[config.mk]
export PLATFORM = sky130hd
export DESIGN_NAME = commit_unit
export DESIGN_NICKNAME = d
export VERILOG_FILES = /design/src/rtl/commit_unit_pkg.sv /design/src/rtl/commit_classify.sv /design/src/rtl/commit_unit.sv
export SDC_FILE = /design/constraint.sdc
export NUM_CORES = 1
export LEC_CHECK = 0
export BUFFER_PORTS_ARGS = -buffer_cell sky130_fd_sc_hd__buf_2
export CAP_MARGIN = 20
export CELL_PAD_IN_SITES_DETAIL_PLACEMENT = 0
export CELL_PAD_IN_SITES_GLOBAL_PLACEMENT = 1
export CORE_ASPECT_RATIO = 1.25
export CORE_UTILIZATION = 34
export CTS_CLUSTER_DIAMETER = 150
export DETAILED_ROUTE_END_ITERATION = 16
export PLACE_DENSITY_LB_ADDON = 0.1
export SLEW_MARGIN = 25
export SYNTH_ARGS = -nofsm -noshare
export SYNTH_HDL_FRONTEND = slang
export SYNTH_SLANG_ARGS = --single-unit
[constraint.sdc]
create_clock -name clk_in -period 3 [get_ports clk_in]
set_input_delay 0.3 -clock clk_in [delete_from_list [all_inputs] [get_ports clk_in]]
set_output_delay 0.3 -clock clk_in [all_outputs]
set_load 0.005 [all_outputs]
[src/rtl/commit_unit_pkg.sv]
// commit_unit_pkg: instruction ids, commit classes and FSM states shared by commit and issue logic
package commit_unit_pkg;
  localparam int ID_W = 6;
  localparam logic [ID_W-1:0] ID_LUI   = 6'd1;
  localparam logic [ID_W-1:0] ID_AUIPC = 6'd2;
  localparam logic [ID_W-1:0] ID_JAL   = 6'd3;
  localparam logic [ID_W-1:0] ID_JALR  = 6'd4;
  localparam logic [ID_W-1:0] ID_BEQ   = 6'd5;
  localparam logic [ID_W-1:0] ID_BNE   = 6'd6;
  localparam logic [ID_W-1:0] ID_BLT   = 6'd7;
  localparam logic [ID_W-1:0] ID_BGE   = 6'd8;
  localparam logic [ID_W-1:0] ID_BLTU  = 6'd9;
  localparam logic [ID_W-1:0] ID_BGEU  = 6'd10;
  localparam logic [ID_W-1:0] ID_LB    = 6'd11;
  localparam logic [ID_W-1:0] ID_LH    = 6'd12;
  localparam logic [ID_W-1:0] ID_LW    = 6'd13;
  localparam logic [ID_W-1:0] ID_LBU   = 6'd14;
  localparam logic [ID_W-1:0] ID_LHU   = 6'd15;
  localparam logic [ID_W-1:0] ID_SB    = 6'd16;
  localparam logic [ID_W-1:0] ID_SH    = 6'd17;
  localparam logic [ID_W-1:0] ID_SW    = 6'd18;
  localparam logic [ID_W-1:0] ID_ADDI  = 6'd19;
  localparam logic [ID_W-1:0] ID_ADD   = 6'd28;
  typedef enum logic [1:0] {CLS_OTHER = 2'd0, CLS_STORE = 2'd1, CLS_BRANCH = 2'd2} cls_e;
  typedef enum logic {RUN = 1'b0, FLUSH = 1'b1} state_e;
endpackage

[src/rtl/commit_classify.sv]
// commit_classify: combinational instruction-id to commit-class decoder (store / branch / other)
module commit_classify
  import commit_unit_pkg::*;
(
  input  logic [ID_W-1:0] instr_id_i,
  output cls_e            cls_o
);
  always_comb
    cls_o = (instr_id_i inside {ID_SB, ID_SH, ID_SW}) ? CLS_STORE :
            (instr_id_i >= ID_BEQ && instr_id_i <= ID_BGEU) ? CLS_BRANCH : CLS_OTHER;
endmodule

[src/rtl/commit_unit.sv]
// commit_unit: in-order retirement with regfile writeback, store release and mispredict flush.
// COMMIT_PERF_EN adds retired/flush event counters.
module commit_unit
  import commit_unit_pkg::*;
#(
  parameter int ROB_IDX_W    = 4,
  parameter int LSB_IDX_W    = 4,
  parameter int REG_IDX_W    = 5,
  parameter int INSTR_ID_W   = 6,
  parameter int WORD_W       = 32,
  parameter int ADDR_W       = 32,
  parameter int FLUSH_CYCLES = 1
) (
  input  logic                  clk_in,
  input  logic                  rst_n_in,
  input  logic                  rdy_in,
  input  logic                  rob_commit_en_in,
  input  logic [INSTR_ID_W-1:0] instr_id_in,
  input  logic [REG_IDX_W-1:0]  rd_in,
  input  logic [ROB_IDX_W-1:0]  rob_pos_in,
  input  logic [LSB_IDX_W-1:0]  lsb_pos_in,
  input  logic [WORD_W-1:0]     res_in,
  input  logic                  jump_en_in,
  input  logic [ADDR_W-1:0]     jump_a_in,
  output logic                  rf_we_out,
  output logic [REG_IDX_W-1:0]  rf_rd_out,
  output logic [WORD_W-1:0]     rf_data_out,
  output logic [ROB_IDX_W-1:0]  rf_rob_pos_out,
  output logic                  st_commit_en_out,
  output logic [LSB_IDX_W-1:0]  st_lsb_pos_out,
  output logic                  pc_redirect_en_out,
  output logic [ADDR_W-1:0]     pc_redirect_a_out,
`ifdef COMMIT_PERF_EN
  output logic [31:0]           retired_cnt_out,
  output logic [31:0]           flush_cnt_out,
`endif
  output logic                  clear_branch_out
);
  localparam int CNT_W = $clog2(FLUSH_CYCLES + 1);
  localparam logic [CNT_W-1:0] CNT_INIT = CNT_W'(FLUSH_CYCLES - 1);
  state_e state_q, state_d;
  cls_e cls;
  logic acc, go;
  logic [CNT_W-1:0] cnt_q, cnt_d;
  logic we_q, we_d, st_q, st_d, redir_q, redir_d;
  logic [REG_IDX_W-1:0] rd_q, rd_d;
  logic [WORD_W-1:0] data_q, data_d;
  logic [ROB_IDX_W-1:0] rob_q, rob_d;
  logic [LSB_IDX_W-1:0] lsb_q, lsb_d;
  logic [ADDR_W-1:0] ra_q, ra_d;
  commit_classify u_cls (.instr_id_i(instr_id_in), .cls_o(cls));
  // clear_branch is simply the registered FLUSH state, so it drops the cycle the FSM returns to RUN
  always_comb begin
    acc = rob_commit_en_in && state_q == RUN;
    go = acc && jump_en_in;
    state_d = state_q == FLUSH ? (cnt_q == '0 ? RUN : FLUSH) : (go ? FLUSH : RUN);
    cnt_d = state_q == FLUSH ? (cnt_q == '0 ? '0 : cnt_q - CNT_W'(1)) : (go ? CNT_INIT : cnt_q);
    we_d = acc && cls == CLS_OTHER && rd_in != '0;
    rd_d = we_d ? rd_in : rd_q;
    data_d = we_d ? res_in : data_q;
    rob_d = we_d ? rob_pos_in : rob_q;
    st_d = acc && cls == CLS_STORE;
    lsb_d = st_d ? lsb_pos_in : lsb_q;
    redir_d = go;
    ra_d = go ? jump_a_in : ra_q;
  end
  always_ff @(posedge clk_in)
    if (!rst_n_in) begin
      state_q <= RUN;
      cnt_q <= '0;
      we_q <= 1'b0;
      rd_q <= '0;
      data_q <= '0;
      rob_q <= '0;
      st_q <= 1'b0;
      lsb_q <= '0;
      redir_q <= 1'b0;
      ra_q <= '0;
    end else if (rdy_in) begin
      state_q <= state_d;
      cnt_q <= cnt_d;
      we_q <= we_d;
      rd_q <= rd_d;
      data_q <= data_d;
      rob_q <= rob_d;
      st_q <= st_d;
      lsb_q <= lsb_d;
      redir_q <= redir_d;
      ra_q <= ra_d;
    end
`ifdef COMMIT_PERF_EN
  logic [31:0] ret_q, fl_q;
  always_ff @(posedge clk_in)
    if (!rst_n_in) begin
      ret_q <= '0;
      fl_q <= '0;
    end else if (rdy_in) begin
      ret_q <= ret_q + {31'd0, acc};
      fl_q <= fl_q + {31'd0, go};
    end
  assign retired_cnt_out = ret_q;
  assign flush_cnt_out = fl_q;
`endif
  assign rf_we_out = we_q;
  assign rf_rd_out = rd_q;
  assign rf_data_out = data_q;
  assign rf_rob_pos_out = rob_q;
  assign st_commit_en_out = st_q;
  assign st_lsb_pos_out = lsb_q;
  assign pc_redirect_en_out = redir_q;
  assign pc_redirect_a_out = ra_q;
  assign clear_branch_out = state_q == FLUSH;
endmodule

==> run_results.csv, run 1 <==
group,metric,value,unit
outcome,status,"finished, final reports clean",
setup_path,worst-path-stages,5,
setup_path,reg2reg_depth,5,
clocking,clock_latency,0.33,ns
floorplan,num_rows,39,
floorplan,die_y,110,µm
synthesis,yosysWarnings,0,
setup_path,end_kind,"flop",
timing,timing.hold.ws,0.205,ns
clocking,cts_num_sinks,81,
global_route,antenna_found_initial,0,
timing,fin_crit,1.69,ns
finish,final_common_cell,"buf_2",
global_route,grt_use_met1,17.2,%
floorplan,die_w,88.5,µm
timing,setup_viol_count_final,0,
job,maxCapViolCount,0,
finish,fill_cells,937,
global_route,grt_pass1_vias,2406,
synthesis,ys_types,21,
setup_path,start_kind,"flop",
floorplan,dieArea,9740,µm²
timing,hold_violations,0,
route,drt_first_pass_iters,4,
global_route,grt_util_all_layers,15.1,%
floorplan,core,9130,µm²
timing,rsz0062_at_grt,"false",
global_route,gr-total-overflow,0,
worst_hold_path,worstHoldPathCells,3,
clocking,cts_setup_buffers,0,
synthesis,ys_seq_elements,81,
power,ir_drop,0.253,mV
global_route,met3_usage,5.73,%
worst_hold_path,hp-class,"in2reg",
setup_path,critPathMaxFanout,20,
global_route,busiest_layer,"met2",
clocking,clkTransAtPathRegs,0.06,ns
timing,clock.fmax,0.591,GHz
timing,tightest_slew,0.805,ns
route,drt_wl_total,7570,µm
placement,gp_congestion,0.716,
power,p_per_area,561,nW/µm²
placement,place.port_buffers,168,
synthesis,syn_nets,441,
route,wire_per_inst,11.8,µm
global_route,grtUsageMet2,24.4,%
setup_path,crit_family,"simple AND/OR/NAND/NOR gates",
setup_path,crit_chain,"and3b_1 > nand2_1 > buf_4 > nand2_1 > a21boi_1",
finish,diodes,0,
route,ant_nets,0,
route,vias,2832,
setup_path,cpMaxStageDelayCell,"nand2_1",
route,drc,0,
timing,tns,0,ns
setup_path,cp_slowest_stage_delay,0.54,ns
global_route,grt_pass1_wl,11200,µm
placement,preCtsSetupSlack,1.13,ns
finish,nets,600,
clocking,cts_hold_buf,0,
timing,setup_slack,1.31,ns
setup_path,cp.required,3.26,ns
clocking,numCtsBuffers,9,
power,cellLeakagePower,2.10,nW
clocking,max-clock-path-buffers,2,
global_route,grt_max_degree,123,
clocking,ctsHtreeMaxLevel,3,
finish,fin_util,48.0,%
synthesis,syn_inst,353,
timing,relSlewSlack,46.3,%
timing,fin_skew,0.00696,ns
synthesis,synthTopCellsByArea,"dfxtp_1 51%, nand2_1 17%, mux2i_1 14%",
timing,fin_crit_sh,56.4,%
synthesis,avgSynthCellArea,9.01,µm²
synthesis,yosys.area.top_type_share,51.0,%
clocking,cts_tree,"done",
setup_path,crit_top_cell,"nand2_1",
setup_path,cp.arrival,1.95,ns
finish,syn_to_final_growth,37.7,%
timing,drv_slew,0,
clocking,cts-root-buf,"clkbuf_16",
placement,hpwl,5220,µm
setup_path,worstSetupPathType,"reg2reg",
finish,mostFrequentLayoutCells,"167 x buf_2, 147 x nand2_1, 81 x dfxtp_1",
clocking,cts_resized,0,
synthesis,synth_seq_area_share,51.0,%
floorplan,io_pins,169,
floorplan,initial_utilization,34.8,%
synthesis,yosysTopAreaCell,"dfxtp_1",
setup_path,cp.buffers_inverters,1,
route,initialDrtViolationCount,90,
finish,layout-drive-gt1-share,36.4,%
route,vias_per_cell,4.43,
synthesis,synth_area,3180,µm²
[cells in the mapped netlist]
master    count
a21boi_1     35
o21a_1        2
buf_2         1
or4_1         1
nand4_1       1
nor2b_1       5
nor2_1        2
buf_8         4
o21ai_2       1
nand2_1     147
mux2_4        1
and3b_1       1
dfxtp_1      81
mux2i_1      45
a211oi_4      1
buf_1         2
and3_1        1
clkbuf_1     17
nand2b_1      3
and2_1        1
a21oi_1       1
[sequential cells by signal, indices dropped and copies added (netlist names)]
register            cells
pc_redirect_a_out      32
rf_data_out            32
rf_rd_out               5
rf_rob_pos_out          4
st_lsb_pos_out          4
clear_branch_out        1
pc_redirect_en_out      1
rf_we_out               1
st_commit_en_out        1
[report_power, final]
part	internal, mW	switching [mW]	leakage, nW	total (mW)
clock	0.665	0.400	0.144	1.07
combinational	0.129	0.121	1.30	0.250
sequential	1.12	0.0202	0.659	1.14
[worst register-to-register path, cell delays in order (launching register included)]
cell,delay (ns)
dfxtp_1,0.35
and3b_1,0.24
nand2_1,0.54
buf_4,0.30
nand2_1,0.07
a21boi_1,0.13
[layer usage]
layer / part of all wire (%) / wire [µm]
met1: 43 / 3250
met2: 46 / 3450
met3: 9.5 / 717
met4: 2.1 / 157
met5: 0 / 0
[stage by stage]
step	instances	area, µm²	total power [mW]
finish	640	4380	2.46
global route	640	4380	2.57
CTS	640	4370	2.50
detailed placement	624	4080	1.42
global placement	624	4080	1.42
floorplan	353	3180	1.30
[path summary, 6_finish.rpt]
| path | from | to | slack [ns] |
|---|---|---|---|
| worst max-delay path | clear_branch_out | pc_redirect_a_out[17] | 1.31 |
| worst min-delay path | jump_a_in[2] | pc_redirect_a_out[2] | 0.20 |
| worst max register to register | clear_branch_out | pc_redirect_a_out[17] | 1.31 |
| worst min register to register | pc_redirect_a_out[13] | pc_redirect_a_out[13] | 0.45 |
[final cells by class]
class / instances / area [µm²] / share of cell area [%]
multi-input combinational: 248 / 1420 / 32.5
clock inverter: 3 / 40.0 / 0.915
sequential: 81 / 1620 / 37.0
timing repair buffer: 172 / 890 / 20.3
clock buffer: 13 / 250 / 5.72
tap: 123 / 154 / 3.52
[cells by family (layout without fill, tap and decap cells)]
kind of cell / Yosys count / after routing / synth area share (%)
mux: 46 / 46 / 14.6
compound gates: 40 / 40 / 9.80
flops: 81 / 81 / 51.0
buf+inv: 24 / 188 / 4.29
simple gates: 162 / 162 / 20.3
(Power assumes the default switching activity.)
==> inputs of run 2 (changes only) <==
Settings changed: CORE_UTILIZATION 34 to 28.
Clock period 3 ns to 1.4 ns, I/O delays scaled along.
==> run 2 against run 1 <==
Clock-buffer cell count shrank 3. Register-to-register slack lost 1.3 ns. Flip-flop and latch count is the same. Utilization shrank 5.9 points. Power grew 120%. Maximum frequency grew 21%. Clock skew shrank 0.0032 ns.
==> run_results.csv, run 2 (same netlist as run 1, synthesis figures left out) <==
group,metric,value,unit
outcome,status,"finished, final reports clean",
power,cellLeakagePower,2.24,nW
power,p_per_area,1150,nW/µm²
setup_path,crit_chain,"and3b_2 > o21ai_2 > a211oi_4 > buf_4 > clkbuf_16 > mux2i_1",
timing,relSlewSlack,77.9,%
global_route,grt_util_all_layers,14.1,%
global_route,grt_pass1_vias,2656,
clocking,cts-root-buf,"clkbuf_16",
timing,drv_slew,0,
timing,clock.fmax,0.717,GHz
route,wire_per_inst,12.5,µm
route,drt_first_pass_iters,4,
job,maxCapViolCount,0,
setup_path,rr_startpoint,"clear_branch_out",
global_route,grt_max_degree,49,
finish,layout-drive-gt1-share,39.5,%
placement,hpwl,5760,µm
setup_path,cp_slowest_stage_delay,0.30,ns
placement,gp_congestion,0.674,
clocking,numCtsBuffers,9,
finish,diodes,0,
setup_path,critPathLaunch,"clear_branch_out",
setup_path,end_kind,"flop",
finish,mostFrequentLayoutCells,"167 x buf_2, 147 x nand2_1, 81 x dfxtp_1",
finish,syn_to_final_growth,46.6,%
floorplan,io_pins,169,
clocking,cts_hold_buf,0,
clocking,cts_tree,"done",
setup_path,critPathMaxFanout,8,
setup_path,cpMaxStageDelayCell,"dfxtp_1",
clocking,max-clock-path-buffers,2,
timing,timing.hold.ws,0.0402,ns
floorplan,initial_utilization,28.7,%
route,drc,0,
clocking,clkTransAtPathRegs,0.06,ns
timing,fin_crit_sh,99.7,%
route,drt_wl_total,8350,µm
floorplan,dieArea,11800,µm²
route,initialDrtViolationCount,68,
timing,fin_skew,0.00374,ns
timing,fin_crit,1.40,ns
route,vias_per_cell,4.38,
setup_path,cp.required,1.66,ns
route,ant_nets,0,
timing,setup_viol_count_final,0,
global_route,grt_pass1_wl,12900,µm
timing,rsz0062_at_grt,"true",
setup_path,cp.arrival,1.66,ns
power,ir_drop,0.422,mV
power,power,5.37,mW
setup_path,worstSetupPathType,"reg2reg",
clocking,clock_latency,0.33,ns
finish,final_common_cell,"buf_2",
setup_path,reg2reg_slack,0.004,ns
finish,nets,619,
floorplan,die_y,121,µm
floorplan,core,11100,µm²
placement,place.port_buffers,168,
floorplan,die_w,97.3,µm
worst_hold_path,hp-class,"in2reg",
setup_path,start_kind,"flop",
timing,tns,0,ns
clocking,cts_num_sinks,81,
timing,tightest_slew,0.332,ns
floorplan,num_rows,43,
global_route,gr-total-overflow,0,
worst_hold_path,hold_path_startpoint,"jump_a_in[30]",
global_route,antenna_found_initial,0,
route,vias,2927,
clocking,ctsHtreeMaxLevel,3,
timing,hold_violations,0,
## run 2: path summary, 6_finish.rpt
path	depth (start not counted)	to
worst min-delay path	3	pc_redirect_a_out[30]
worst max-delay path	6	rf_data_out[30]
worst min register to register	2	pc_redirect_a_out[27]
worst max register to register	6	rf_data_out[30]
## run 2: routing by layer
layer / vias up / wire length (µm) / track usage (%)
li1: 1499 / - / -
met1: 1302 / 3730 / 17.6
met2: 115 / 3740 / 21.4
met3: 11 / 717 / 4.44
met4: 0 / 164 / 8.00
met5: - / 0 / 0
## run 2: through the flow
stage,setup slack (ns),instance area [µm²],instances,util [%]
2_1_floorplan,-0.0896,3180,353,-
3_3_place_gp,-0.208,4260,648,38.5
3_5_place_dp,-0.273,4260,648,38.5
5_1_grt,-0.0980,4660,669,42.1
4_1_cts,-0.0129,4610,667,41.6
6_report,0.00442,4660,669,42.1
## run 2: final cells by class
class | instances | area [µm²]
multi-input cells | 248 | 1430
repair buffers | 191 | 1160
clock inverters | 4 | 45.0
clock buffers | 10 | 239
fillers | 1138 | 6420
well taps | 135 | 169
flip-flops and latches | 81 | 1620
## run 2: what timing repair did
item / CTS / global route
pin swaps: 0 / 1
endpoints found under the setup margin: 41 / 47
gates resized for setup: 1 / 2
setup buffers: 4 / 0
hold endpoints to repair: 0 / 0
cloned: 1 / 2
## run 2: power breakdown
group	internal (mW)	total (mW)	switching, mW
Sequential	2.40	2.45	0.0450
Combinational	0.351	0.636	0.285
Clock	1.40	2.29	0.886
Total	4.15	5.37	1.22
## run 2: worst max-delay path, delay by kind of cell, from the launching register on
kind | cells | cell delay (ns)
buffers and inverters | 2 | 0.35
and+or+nand+nor | 1 | 0.25
AOI/OAI and AO/OA | 2 | 0.25
DFF | 1 | 0.30
muxes | 1 | 0.18
